**src/rtl/shift_cmd_seq.sv**
```systemverilog
// Command sequencer for shifter32: queues {op, shamt, data, rep} commands in a
// small FIFO and replays each one on registered sh_* outputs for rep+1 cycles.
module shift_cmd_seq #(
   parameter int DEPTH = 4
) (
   input  logic                     clk,
   input  logic                     reset,
   input  logic                     in_valid,
   output logic                     in_ready,
   input  logic [2:0]               in_op,
   input  logic [1:0]               in_shamt,
   input  logic [31:0]              in_data,
   input  logic [3:0]               in_rep,
   output logic [2:0]               sh_op,
   output logic [1:0]               sh_shamt,
   output logic [31:0]              sh_d_in,
   output logic                     busy,
   output logic                     cmd_done,
   output logic [$clog2(DEPTH):0]   count,
   output logic                     err
);

   localparam int AW = $clog2(DEPTH);
   localparam int EW = 41;
   localparam logic [AW:0] FULL_LVL = (AW+1)'(DEPTH);

   typedef enum logic {IDLE, ISSUE} state_t;

   state_t          r_state;
   state_t          w_nextState;
   logic [EW-1:0]   r_mem [DEPTH];
   logic [AW-1:0]   r_wrPtr;
   logic [AW-1:0]   r_rdPtr;
   logic [AW:0]     r_count;
   logic [3:0]      r_rep;
   logic [2:0]      r_shOp;
   logic [1:0]      r_shShamt;
   logic [31:0]     r_shDin;
   logic            r_err;

   logic            w_full;
   logic            w_empty;
   logic            w_push;
   logic            w_pop;
   logic            w_lastCycle;
   logic [EW-1:0]   w_head;
   logic [2:0]      w_headOp;
   logic [1:0]      w_headShamt;
   logic [31:0]     w_headData;
   logic [3:0]      w_headRep;

   assign w_full      = (r_count == FULL_LVL);
   assign w_empty     = (r_count == '0);
   assign w_push      = in_valid && !w_full;
   assign w_head      = r_mem[r_rdPtr];
   assign w_headOp    = w_head[40:38];
   assign w_headShamt = w_head[37:36];
   assign w_headData  = w_head[35:4];
   assign w_headRep   = w_head[3:0];

   assign in_ready = !w_full;
   assign count    = r_count;
   assign sh_op    = r_shOp;
   assign sh_shamt = r_shShamt;
   assign sh_d_in  = r_shDin;
   assign err      = r_err;

   // Storage needs no reset: the pointers and count define what is valid.
   always_ff @(posedge clk) begin
      if (w_push)
         r_mem[r_wrPtr] <= {in_op, in_shamt, in_data, in_rep};
   end

   always_ff @(posedge clk) begin
      if (reset) begin
         r_wrPtr <= '0;
         r_rdPtr <= '0;
         r_count <= '0;
      end else begin
         if (w_push)
            r_wrPtr <= r_wrPtr + 1'b1;
         if (w_pop)
            r_rdPtr <= r_rdPtr + 1'b1;
         if (w_push && !w_pop)
            r_count <= r_count + 1'b1;
         else if (!w_push && w_pop)
            r_count <= r_count - 1'b1;
      end
   end

   always_ff @(posedge clk) begin
      if (reset)
         r_state <= IDLE;
      else
         r_state <= w_nextState;
   end

   always_comb begin
      w_nextState = r_state;
      case (r_state)
         IDLE:    if (!w_empty) w_nextState = ISSUE;
         ISSUE:   if (r_rep == 4'd0 && w_empty) w_nextState = IDLE;
         default: w_nextState = IDLE;
      endcase
   end

   // A pop on the last issue cycle gives back-to-back commands with no gap.
   always_comb begin
      busy        = (r_state == ISSUE);
      w_lastCycle = busy && (r_rep == 4'd0);
      cmd_done    = w_lastCycle;
      w_pop       = !w_empty && ((r_state == IDLE) || w_lastCycle);
   end

   // Ops above ASR are issued as NOP for their whole duration and flag err.
   always_ff @(posedge clk) begin
      if (reset) begin
         r_shOp    <= 3'b000;
         r_shShamt <= 2'b00;
         r_shDin   <= 32'h0000_0000;
         r_rep     <= 4'd0;
         r_err     <= 1'b0;
      end else if (w_pop) begin
         r_shOp    <= (w_headOp > 3'b100) ? 3'b000 : w_headOp;
         r_shShamt <= w_headShamt;
         r_shDin   <= w_headData;
         r_rep     <= w_headRep;
         if (w_headOp > 3'b100)
            r_err <= 1'b1;
      end else if (busy) begin
         if (r_rep != 4'd0)
            r_rep <= r_rep - 1'b1;
         else
            r_shOp <= 3'b000;
      end
   end

endmodule
```
**config.mk**
```make
export PLATFORM = sky130hd
export DESIGN_NAME = shift_cmd_seq
export DESIGN_NICKNAME = d
export VERILOG_FILES = /design/src/rtl/shift_cmd_seq.sv
export SDC_FILE = /design/constraint.sdc
export NUM_CORES = 1
export LEC_CHECK = 0
export ABC_AREA = 1
export CAP_MARGIN = 5
export CORE_UTILIZATION = 56
export DETAILED_ROUTE_END_ITERATION = 8
export GPL_TIMING_DRIVEN = 1
export PLACE_DENSITY = 0.79
export SYNTH_ARGS = -nofsm -noshare
export SYNTH_HDL_FRONTEND = slang
export SYNTH_SLANG_ARGS = --single-unit
```
**constraint.sdc**
```tcl
create_clock -name clk -period 4.1 [get_ports clk]
set_clock_uncertainty 0.15 [all_clocks]
set_input_delay 1.23 -clock clk [delete_from_list [all_inputs] [get_ports clk]]
set_output_delay 1.23 -clock clk [all_outputs]
set_load 0.05 [all_outputs]
```
---- After elaboration in Yosys (flattened, before gate mapping) ----
Memories as Yosys holds them, arrays and structs flattened. A register that Yosys moved wholly into a read port is not among the register bits.
Cells that the tools add are included.
storage, ports and cells
  bits in registers ....................... 50
  latch bits .............................. 0
  memory bits (writable) .................. 164
  ROM bits ................................ 0
  bits of input ports ..................... 44
  output and inout port bits .............. 44
  logic and storage cells ................. 55
  memories kept ........................... 1
memory list
  memory  words  bits a word  rd ports  clocked after Yosys merged registers in  wr ports  RTL line  source
  r_mem   4      41           1         1                                        1         31        logic [EW-1:0] r_mem [DEPTH];
operators by class
  $add $sub $neg .......................... 5
  $mul .................................... 0
  divide/modulo/power cells ............... 0
  order comparisons ....................... 1
  equality and inequality tests ........... 2
  shift operators ......................... 0
  mux-type cells .......................... 16
  bitwise operators ....................... 1
  reductions and logical operators ........ 20
operators with widths
  cell                                                                number
  3-bit 2-to-1 mux                                                    6
  4-bit 2-to-1 mux                                                    3
  1-bit logical AND                                                   6
  2-bit AND reduction                                                 3
  2-bit nonzero test                                                  3
  2-bit by 1-bit adder with 2-bit output, second input constant       2
  1-bit logical NOT                                                   4
  4-bit logical NOT                                                   1
  1-bit 2-to-1 mux                                                    4
  2-bit 2-to-1 mux                                                    2
  4-bit nonzero test                                                  1
  4-bit by 1-bit subtractor with 4-bit output, second input constant  1
  3-bit by 1-bit adder with 3-bit output, second input constant       1
  3-bit == test, second input constant                                1
  3-bit > comparator, second input constant                           1
  3-bit logical NOT                                                   1
  3-bit by 1-bit subtractor with 3-bit output, second input constant  1
  2-bit != test, second input constant                                1
  1-bit one-hot mux with 2 select lines                               1
  1-bit logical OR                                                    1
  1-bit NOT                                                           1

---- Longest topological paths before layout ----
Gate-level depths: netlist (run 1).
  depth after elaboration ................. 7
  mapped depth ............................ 13
  depth with buffers taken out ............ 12

---- Least setup slack after synthesis (run 1) ----
No wires, ideal clock.
  kind .................................... flip-flop to flip-flop
  start ................................... register r_count[1], in the netlist count[1]
  end ..................................... memory r_mem[0][0] (enable)
  data arrival time ....................... 3.328 ns
  data required time ...................... 3.510 ns
  slack ................................... 0.183 ns
  cell stages (with the launch flop) ...... 5
  buffers on the path ..................... 0
  clock period less this slack ............ 3.917 ns
  cells stage by stage .................... dfxtp_1 > inv_1 > nand3_1 > nand2_1 > nor2_1
on the way
  word-level cells in the longest chain between the ends .. 5
RTL lines
  what                                    RTL line  source
  start: declaration                      34        logic [AW:0] r_count;
  start signal: assignment                85        r_count <= r_count + 1'b1;
  start signal: assignment                87        r_count <= r_count - 1'b1;
  3-bit == test                           52        assign w_full = (r_count == FULL_LVL);
  1-bit logical NOT                       n/a
  net in_ready                            9         output logic in_ready,
  1-bit logical AND                       54        assign w_push = in_valid && !w_full;
  1-bit 2-to-1 mux                        70        if (w_push)
  1-bit 2-to-1 mux (not written as such)  71        r_mem[r_wrPtr] <= {in_op, in_shamt, in_data, in_rep};
  end: declaration                        31
The timed path passes the listed nets, and every way through them passes these cells.

---- Worst setup path after layout (run 1) ----
  start ................................... register r_rep[0]
  end ..................................... output cmd_done
on the way
  word-level cells in the longest chain between the ends .. 2
RTL lines
  what                      RTL line  source
  start: declaration        35        logic [3:0] r_rep;
  start signal: assignment  127       r_rep <= w_headRep;
  start signal: assignment  132       r_rep <= r_rep - 1'b1;
  4-bit logical NOT         110       w_lastCycle = busy && (r_rep == 4'd0);
  1-bit logical AND         110
  end: declaration          18        output logic cmd_done,
Every way passes these cells.

==> results.sh, run 1 <==
export IMPL_yosys_warnings=0
export IMPL_synth_edf_count=164
export IMPL_hpwl_um=9560
export IMPL_worstPathRequired_ns=2.72
export IMPL_die_h_um=123
export IMPL_place_congestion=0.815
export IMPL_via_count=5519
export IMPL_nNetsFinal=814
export IMPL_hold_viol_final=0
export IMPL_p_comb_frac=0.381
export IMPL_pwr_share_seq=0.381
export IMPL_hold_buffers=0
export IMPL_setup_viol=0
export IMPL_swShare=0.388
export IMPL_fin_tns_setup_ns=0
export IMPL_numPortBuffers=87
export IMPL_initial_utilization=0.580
export IMPL_drtAntennaViolNets=0
export IMPL_rsz0062_at_grt="false"
export IMPL_cts_max_level=1
export IMPL_pwr_density_cell_mw_per_mm2=773
export IMPL_final_common_cell="edfxtp_1"
export IMPL_cts_sinks=216
export IMPL_post_cts_resized=0
export IMPL_via_per_inst=5.77
export IMPL_dr_pass1_iters=5
export IMPL_drc=0
export IMPL_relSlewSlack=0.452
export IMPL_syn_to_final_growth_pct=20.2
export IMPL_drt_total_wl_um=17800
export IMPL_maxSlewViolCount=0
export IMPL_drtIter0Drc=546
export IMPL_grt_usage=0.242
export IMPL_fin_crit_ns=3.55
export IMPL_ir_drop_v=0.000426
export IMPL_cp_start_kind="register"
export IMPL_wl_per_cell_um=18.7
export IMPL_synth_ff_type="edfxtp_1"
export IMPL_worst_r2r_cell_count=12
export IMPL_drive_gt1_frac=0.0593
export IMPL_p_sw_mw=2.94
export IMPL_core_area_sq_mm=0.0140
export IMPL_grt_pass1_wl_um=27600
export IMPL_grt_start_max_net_pins=83
export IMPL_clk_path_buf_depth=3
export IMPL_antenna_found_initial=0
export IMPL_p_int_mw=4.62
export IMPL_synth_nets=732
export IMPL_period_share=0.867
export IMPL_clk_latency_ns=0.48
export IMPL_grt_ovfl_total=0
export IMPL_cts_root_buf="clkbuf_16"
export IMPL_fin_cells=956
export IMPL_hold_depth=2
export IMPL_fp_dieW_um=123
export IMPL_fp_dieArea_sq_mm=0.0150
export IMPL_io_pins=88
export IMPL_critPathMaxFanout=4
export IMPL_tritoncts="done"
export IMPL_hold_path_class="register to register"
export IMPL_path_clk_slew_ns=0.06
export IMPL_diodes=0
export IMPL_cts_setup_buffers=0
export IMPL_layout_common_cells="edfxtp_1, nor2_1, o21ai_0, clkdlybuf4s50_1, nand2_1"
export IMPL_outcome="finished clean"
export IMPL_placed_cells=919
export IMPL_fmax_mhz=281
export IMPL_synthCells=681
export IMPL_endpoint_kind="output pin"
export IMPL_synthArstFlopShare=0
export IMPL_ys_seq_area_frac=0.733
export IMPL_drv_cap=0
export IMPL_rows=43
export IMPL_grt_pass1_vias=5653
export IMPL_critPathKind="register to output pin"
export IMPL_arrival_ns=2.17
export IMPL_worst_pin_slew_ns=0.821
export IMPL_numCtsBuffers=21
export IMPL_power_leakage_nw=3.47
export IMPL_clock_power_share=0.237
export IMPL_netlist_area_sq_mm=0.00814
export IMPL_synth_cell_type_count=24
export IMPL_ys_seq_elements=216
export IMPL_avgSynthCellArea_sq_um=12.0
## registers in the layout, indices dropped and copies added (netlist names), named ones only
register / count
r_wrPtr: 2
err: 1
busy: 1
r_rdPtr: 2
sh_shamt: 2
r_mem: 164
count: 3
sh_d_in: 32
sh_op: 3
r_rep: 4
## per-layer routing
metal | global-route usage | vias up | routed length [um]
met4 | 0.0976 | 0 | 355
met5 | 0 | - | 0
li1 | - | 2561 | -
met3 | 0.0316 | 30 | 1090
met1 | 0.306 | 2709 | 7210
met2 | 0.422 | 219 | 9180
## kinds of logic (layout without fill, tap and decap cells)
group | after synthesis | count (layout) | synth area share
and+or+nand+nor | 232 | 232 | 0.114
DFF | 216 | 216 | 0.733
adders and majority gates | 7 | 7 | 0.0117
AOI/OAI and AO/OA | 161 | 161 | 0.104
buffers and inverters | 63 | 158 | 0.0355
xor gates and xnor gates | 2 | 2 | 0.00215
## critical path, cell delays in order (launching register included)
cell and delay, ns:
dfxtp_1 0.31, inv_1 0.11, ha_1 0.21, nand3_2 0.13, nor2_1 0.13, clkdlybuf4s50_1 0.81
## cell type report
type                    instances  area, sq um
multi-input cells             402         1920
flip-flops and latches        216         5970
well taps                     180          225
repair buffers                 96          951
clock inverters                 2         35.0
fillers                       943         4260
clock buffers                  34          594
inverters                      26         97.6
## per-stage QoR
step | setup WS, ns | power [mW] | cell area (sq um) | hold slack, ns | utilization
floorplan | 0.183 | 4.94 | 8140 | 0.310 | -
global placement | 0.776 | 5.63 | 9140 | 0.288 | 0.651
detailed placement | 0.744 | 5.75 | 9140 | 0.309 | 0.651
CTS | 0.535 | 7.54 | 9770 | 0.319 | 0.696
global route | 0.441 | 7.94 | 9790 | 0.342 | 0.697
finish | 0.547 | 7.56 | 9790 | 0.313 | 0.697
## cells in the mapped netlist, types with 2 or more instances
master / number / area (sq um)
nand2_4: 2 / 22.5
nor3_1: 2 / 10.0
ha_1: 6 / 75.1
o22ai_1: 34 / 213
o21ai_0: 97 / 485
inv_1: 22 / 82.6
inv_2: 4 / 15.0
clkbuf_1: 17 / 63.8
xor2_1: 2 / 17.5
nor2_1: 151 / 567
buf_4: 6 / 45.0
nand3_1: 17 / 85.1
edfxtp_1: 164 / 4920
nand2_1: 56 / 210
dfxtp_1: 52 / 1040
a21oi_1: 14 / 70.1
clkbuf_2: 3 / 15.0
buf_2: 9 / 45.0
o21ai_1: 16 / 80.1
nand3b_1: 2 / 15.0
buf_6: 2 / 22.5
## power groups by stage
stage | clock network [mW] | logic (mW) | registers, mW
floorplan | 0 | 1.50 | 3.44
global placement | 0 | 2.73 | 2.90
detailed placement | 0 | 2.83 | 2.92
CTS | 1.80 | 2.86 | 2.88
global route | 1.90 | 3.13 | 2.91
finish | 1.80 | 2.88 | 2.88
## final timing paths
check                              start  endpoint  slack (ns)
worst max-delay path            r_rep[0]  cmd_done        0.55
worst min-delay path                 err       err        0.31
worst max register to register  r_rep[0]  count[2]        1.28
worst min register to register       err       err        0.31
Note: power is estimated with default switching activity, not from simulation.
==> run 2, diff against run 1 <==
Settings changed: HOLD_SLACK_MARGIN set to 0.12.
Clock period 4.1 ns to 3.7 ns, I/O delays scaled along.
==> run 2 against run 1 <==
Compared with the run above:
- register-to-register slack worse by 0.53 ns
- sequential power grew 10%
- hold slack got worse by 0.011 ns
- core utilization grew 0.94 points
- sequential cell count did not move
- cell count up 0.52%
- setup slack lost 0.29 ns
- combinational power increased by 11%
- sequential share of layout area is 0.82 points lower
- die area unchanged
- power grew 13%
- largest cell class unchanged
- highest routed layer unchanged
==> results.sh, run 2 (synthesized netlist as in run 1, its figures left out) <==
export IMPL_outcome="finished clean"
export IMPL_fin_cells=961
export IMPL_fill_cells=907
export IMPL_worst_r2r_cell_count=12
export IMPL_worst_pin_slew_ns=1.00
export IMPL_fp_dieW_um=123
export IMPL_hold_path_class="register to register"
export IMPL_cts_root_buf="clkbuf_16"
export IMPL_layout_common_cells="edfxtp_1, nor2_1, o21ai_0, clkdlybuf4s50_1, nand2_1"
export IMPL_drv_cap=0
export IMPL_arrival_ns=2.18
export IMPL_drtIter0Drc=471
export IMPL_pwr_density_cell_mw_per_mm2=860
export IMPL_cp_start_kind="register"
export IMPL_dr_pass1_iters=5
export IMPL_numPortBuffers=87
export IMPL_grt_usage=0.242
export IMPL_numCtsBuffers=22
export IMPL_initial_utilization=0.580
export IMPL_clock_power_share=0.253
export IMPL_cts_sinks=216
export IMPL_max_stage_delay_ns=0.80
export IMPL_drtAntennaViolNets=0
export IMPL_fmax_mhz=291
export IMPL_drc=0
export IMPL_critPathMaxFanout=4
export IMPL_clk_latency_ns=0.50
export IMPL_fin_tns_setup_ns=0
export IMPL_hold_depth=2
export IMPL_place_congestion=0.754
export IMPL_largest_reg_flops=164
export IMPL_drt_total_wl_um=17600
export IMPL_hold_buffers=0
export IMPL_path_clk_slew_ns=0.06
export IMPL_grt_ovfl_total=0
export IMPL_die_h_um=123
export IMPL_swShare=0.387
export IMPL_via_count=5482
export IMPL_drive_gt1_frac=0.0730
export IMPL_worstPathRequired_ns=2.44
export IMPL_grt_pass1_vias=5549
export IMPL_hpwl_um=9990
export IMPL_diodes=0
export IMPL_p_int_mw=5.23
export IMPL_critPathKind="register to output pin"
export IMPL_clk_path_buf_depth=3
export IMPL_cts_max_level=1
export IMPL_pwr_share_seq=0.373
export IMPL_core_area_sq_mm=0.0140
export IMPL_grt_start_max_net_pins=83
export IMPL_place_ws_ns=0.494
export IMPL_crit_chain="inv_1, ha_1, nand3_2, nor2_1, clkdlybuf4s50_1"
export IMPL_tritoncts="done"
export IMPL_p_comb_frac=0.374
export IMPL_via_per_inst=5.70
export IMPL_fin_ws_ns=0.260
export IMPL_rsz0062_at_grt="false"
export IMPL_relSlewSlack=0.329
export IMPL_power_leakage_nw=3.54
export IMPL_cp_slowest_cell="clkdlybuf4s50_1"
export IMPL_fp_dieArea_sq_mm=0.0150
export IMPL_final_common_cell="edfxtp_1"
export IMPL_io_pins=88
export IMPL_grt_pass1_wl_um=27500
export IMPL_top_register="r_mem"
export IMPL_post_cts_resized=0
export IMPL_maxSlewViolCount=0
export IMPL_antenna_found_initial=0
export IMPL_wl_per_cell_um=18.3
export IMPL_cts_setup_buffers=0
export IMPL_hold_viol_final=0
export IMPL_syn_to_final_growth_pct=21.8
export IMPL_rows=43
export IMPL_setup_viol=0
export IMPL_period_share=0.930
export IMPL_nNetsFinal=816
export IMPL_fin_crit_ns=3.44
export IMPL_placed_cells=921
export IMPL_ir_drop_v=0.000466
export IMPL_p_sw_mw=3.30
export IMPL_endpoint_kind="output pin"
[run 2: layout make-up]
cell class              instances  area [sq um]  share of cell area
well taps                     180           225              0.0227
repair buffers                 97           996               0.100
flip-flops and latches        216          5970               0.602
clock inverters                12          92.6             0.00933
clock buffers                  28           624              0.0629
multi-input cells             402          1920               0.193
inverters                      26          97.6             0.00984
[run 2: final timing paths]
| check | from | to | slack [ns] |
|---|---|---|---|
| worst max-delay path | r_rep[0] | cmd_done | 0.26 |
| worst min-delay path | err | err | 0.30 |
| worst max register to register | r_rep[0] | count[2] | 0.75 |
| worst min register to register | err | err | 0.30 |
[run 2: worst max-delay path: cells and delay by family, from the launching register on]
| kind | cells | cell delay [ns] |
|---|---|---|
| flops | 1 | 0.31 |
| buf+inv | 2 | 0.92 |
| simple gates | 2 | 0.21 |
| fa+ha+maj | 1 | 0.23 |
[run 2: routing by layer]
layer | track usage | part of all wire | wire length, um | up-vias
met5 | 0 | 0 | 0 | -
met4 | 0.111 | 0.028 | 495 | 0
met3 | 0.0339 | 0.061 | 1070 | 43
met2 | 0.422 | 0.51 | 9040 | 210
met1 | 0.299 | 0.40 | 6950 | 2669
li1 | - | - | - | 2560
[run 2: stage by stage]
stage / area, sq um / power [mW] / hold WS, ns / utilization
after floorplan: 8140 / 5.48 / 0.310 / -
after global placement: 9200 / 6.26 / 0.293 / 0.655
after detailed placement: 9200 / 6.39 / 0.296 / 0.655
after CTS: 9920 / 8.57 / 0.305 / 0.706
after global routing: 9920 / 8.97 / 0.335 / 0.706
final: 9920 / 8.53 / 0.302 / 0.706
[run 2: power by group through the flow]
stage	Sequential [mW]	Clock (mW)	Combinational (mW)
after CTS	3.18	2.19	3.19
final	3.18	2.16	3.19
after floorplan	3.81	0	1.67
after detailed placement	3.23	0	3.16
after global placement	3.21	0	3.05
after global routing	3.22	2.28	3.47
==> run 3, diff against run 2 <==
Settings changed: CAP_MARGIN 5 to 20, CTS_BUF_LIST set to sky130_fd_sc_hd__clkbuf_8 sky130_fd_sc_hd__clkbuf_16.
==> run 3 against run 2 <==
Compared with the run above:
- maximum frequency about the same
- register-to-register slack about the same
- setup slack got worse by 0.0017 ns
- critical path depth unchanged
- power about the same
- core utilization unchanged
- sequential share of layout area unchanged
- sequential power about the same
- die area unchanged
- hold slack unchanged
- design area unchanged
- clock-buffer cell count decreased by 2
- critical path type unchanged
- critical endpoint unchanged
- largest cell class unchanged
- largest power group unchanged
- highest routed layer unchanged
==> results.sh, run 3 (synthesized netlist as in run 1, its figures left out) <==
export IMPL_syn_to_final_growth_pct=21.8
export IMPL_place_ws_ns=0.494
export IMPL_place_congestion=0.754
export IMPL_outcome="finished clean"
export IMPL_clk_latency_ns=0.50
export IMPL_grt_pass1_wl_um=27500
export IMPL_rows=43
export IMPL_relSlewSlack=0.323
export IMPL_hpwl_um=9990
export IMPL_worstHoldStart="err"
export IMPL_clock_power_share=0.253
export IMPL_grt_start_max_net_pins=83
export IMPL_clk_path_buf_depth=3
export IMPL_ir_drop_v=0.000467
export IMPL_cp_start_kind="register"
export IMPL_fill_cells=907
export IMPL_die_h_um=123
export IMPL_fin_ws_ns=0.258
export IMPL_worstPathRequired_ns=2.44
export IMPL_numCtsBuffers=22
export IMPL_via_per_inst=5.71
export IMPL_finish_utilization=0.706
export IMPL_drtIter0Drc=471
export IMPL_fp_dieArea_sq_mm=0.0150
export IMPL_maxSlewViolCount=0
export IMPL_hold_path_class="register to register"
export IMPL_cts_setup_buffers=0
export IMPL_p_int_mw=5.22
export IMPL_setup_viol=0
export IMPL_max_stage_delay_ns=0.80
export IMPL_io_pins=88
export IMPL_nNetsFinal=816
export IMPL_dr_pass1_iters=5
export IMPL_critPathMaxFanout=4
export IMPL_pwr_density_cell_mw_per_mm2=860
export IMPL_drtAntennaViolNets=0
export IMPL_post_cts_resized=0
export IMPL_endpoint_kind="output pin"
export IMPL_grt_ovfl_total=0
export IMPL_layout_common_cells="edfxtp_1, nor2_1, o21ai_0, clkdlybuf4s50_1, nand2_1"
export IMPL_r2r_start="r_rep[0]"
export IMPL_worst_pin_slew_ns=1.01
export IMPL_fin_crit_ns=3.44
export IMPL_fp_dieW_um=123
export IMPL_cts_root_buf="clkbuf_16"
export IMPL_top_register="r_mem"
export IMPL_fmax_mhz=291
export IMPL_arrival_ns=2.18
export IMPL_cts_max_level=1
export IMPL_design_area_sq_mm=0.00992
export IMPL_period_share=0.930
export IMPL_diodes=0
export IMPL_swShare=0.388
export IMPL_grt_usage=0.242
export IMPL_core_area_sq_mm=0.0140
export IMPL_path_buf_inv=2
export IMPL_rsz0062_at_grt="false"
export IMPL_path_clk_slew_ns=0.06
export IMPL_drt_total_wl_um=17600
export IMPL_crit_start="r_rep[0]"
export IMPL_largest_reg_flops=164
export IMPL_p_sw_mw=3.31
export IMPL_numPortBuffers=87
export IMPL_drive_gt1_frac=0.0730
export IMPL_total_power_mw=8.53
export IMPL_dpl_instance_area_sq_mm=0.00920
export IMPL_final_common_cell="edfxtp_1"
export IMPL_wl_per_cell_um=18.3
export IMPL_drc=0
export IMPL_antenna_found_initial=0
export IMPL_pwr_share_seq=0.373
export IMPL_tritoncts="done"
export IMPL_drv_cap=0
export IMPL_via_count=5490
export IMPL_power_leakage_nw=3.55
export IMPL_p_comb_frac=0.374
export IMPL_cts_sinks=216
export IMPL_initial_utilization=0.580
export IMPL_crit_chain="inv_1, ha_1, nand3_2, nor2_1, clkdlybuf4s50_1"
export IMPL_fin_tns_setup_ns=0
export IMPL_grt_pass1_vias=5549
export IMPL_cp_top_family="buffers and inverters"
export IMPL_critPathKind="register to output pin"
export IMPL_hold_buffers=0
export IMPL_cp_slowest_cell="clkdlybuf4s50_1"
export IMPL_hold_viol_final=0
==> run 3: stage by stage <==
stage	cells	hold WS, ns
finish	961	0.302
floorplan	681	0.310
detailed placement	921	0.296
global placement	921	0.293
CTS	961	0.305
global route	961	0.335
==> run 3: worst reg2reg max path, cell delays in order (launching register included) <==
cell     delay, ns
dfxtp_1       0.33
inv_1         0.09
ha_1          0.25
nand3_2       0.11
nand2_4       0.08
nand2_4       0.44
ha_1          0.27
inv_1         0.08
fa_1          0.40
a21oi_1       0.19
o21ai_0       0.15
o21ai_0       0.22
a21oi_1       0.07
==> run 3: power by group through the flow <==
stage	sequential (mW)	combinational [mW]	clock (mW)
2_1_floorplan	3.81	1.67	0
3_3_place_gp	3.21	3.05	0
3_5_place_dp	3.23	3.16	0
4_1_cts	3.18	3.19	2.19
5_1_grt	3.22	3.47	2.28
6_report	3.18	3.19	2.16
==> run 3: final timing paths <==
kind / cells after the start / end / slack, ns
worst min-delay path: 2 / err / 0.30
worst min register to register: 2 / err / 0.30
worst max register to register: 12 / count[2] / 0.75
worst max-delay path: 5 / cmd_done / 0.26
==> run 3: cell type report <==
type / instances / area, sq um / area share
Sequential cell: 216 / 5970 / 0.602
Multi-Input combinational cell: 402 / 1920 / 0.193
Timing Repair Buffer: 97 / 996 / 0.100
Clock buffer: 26 / 617 / 0.0622
Tap cell: 180 / 225 / 0.0227
Clock inverter: 14 / 100 / 0.0101
Inverter: 26 / 97.6 / 0.00984
==> run 3: metal layers <==
| layer | routed length [um] | global-route usage | vias to the layer above |
|---|---|---|---|
| met3 | 1030 | 0.0339 | 43 |
| met5 | 0 | 0 | - |
| met2 | 9050 | 0.422 | 199 |
| li1 | - | - | 2560 |
| met4 | 494 | 0.111 | 0 |
| met1 | 7030 | 0.299 | 2688 |
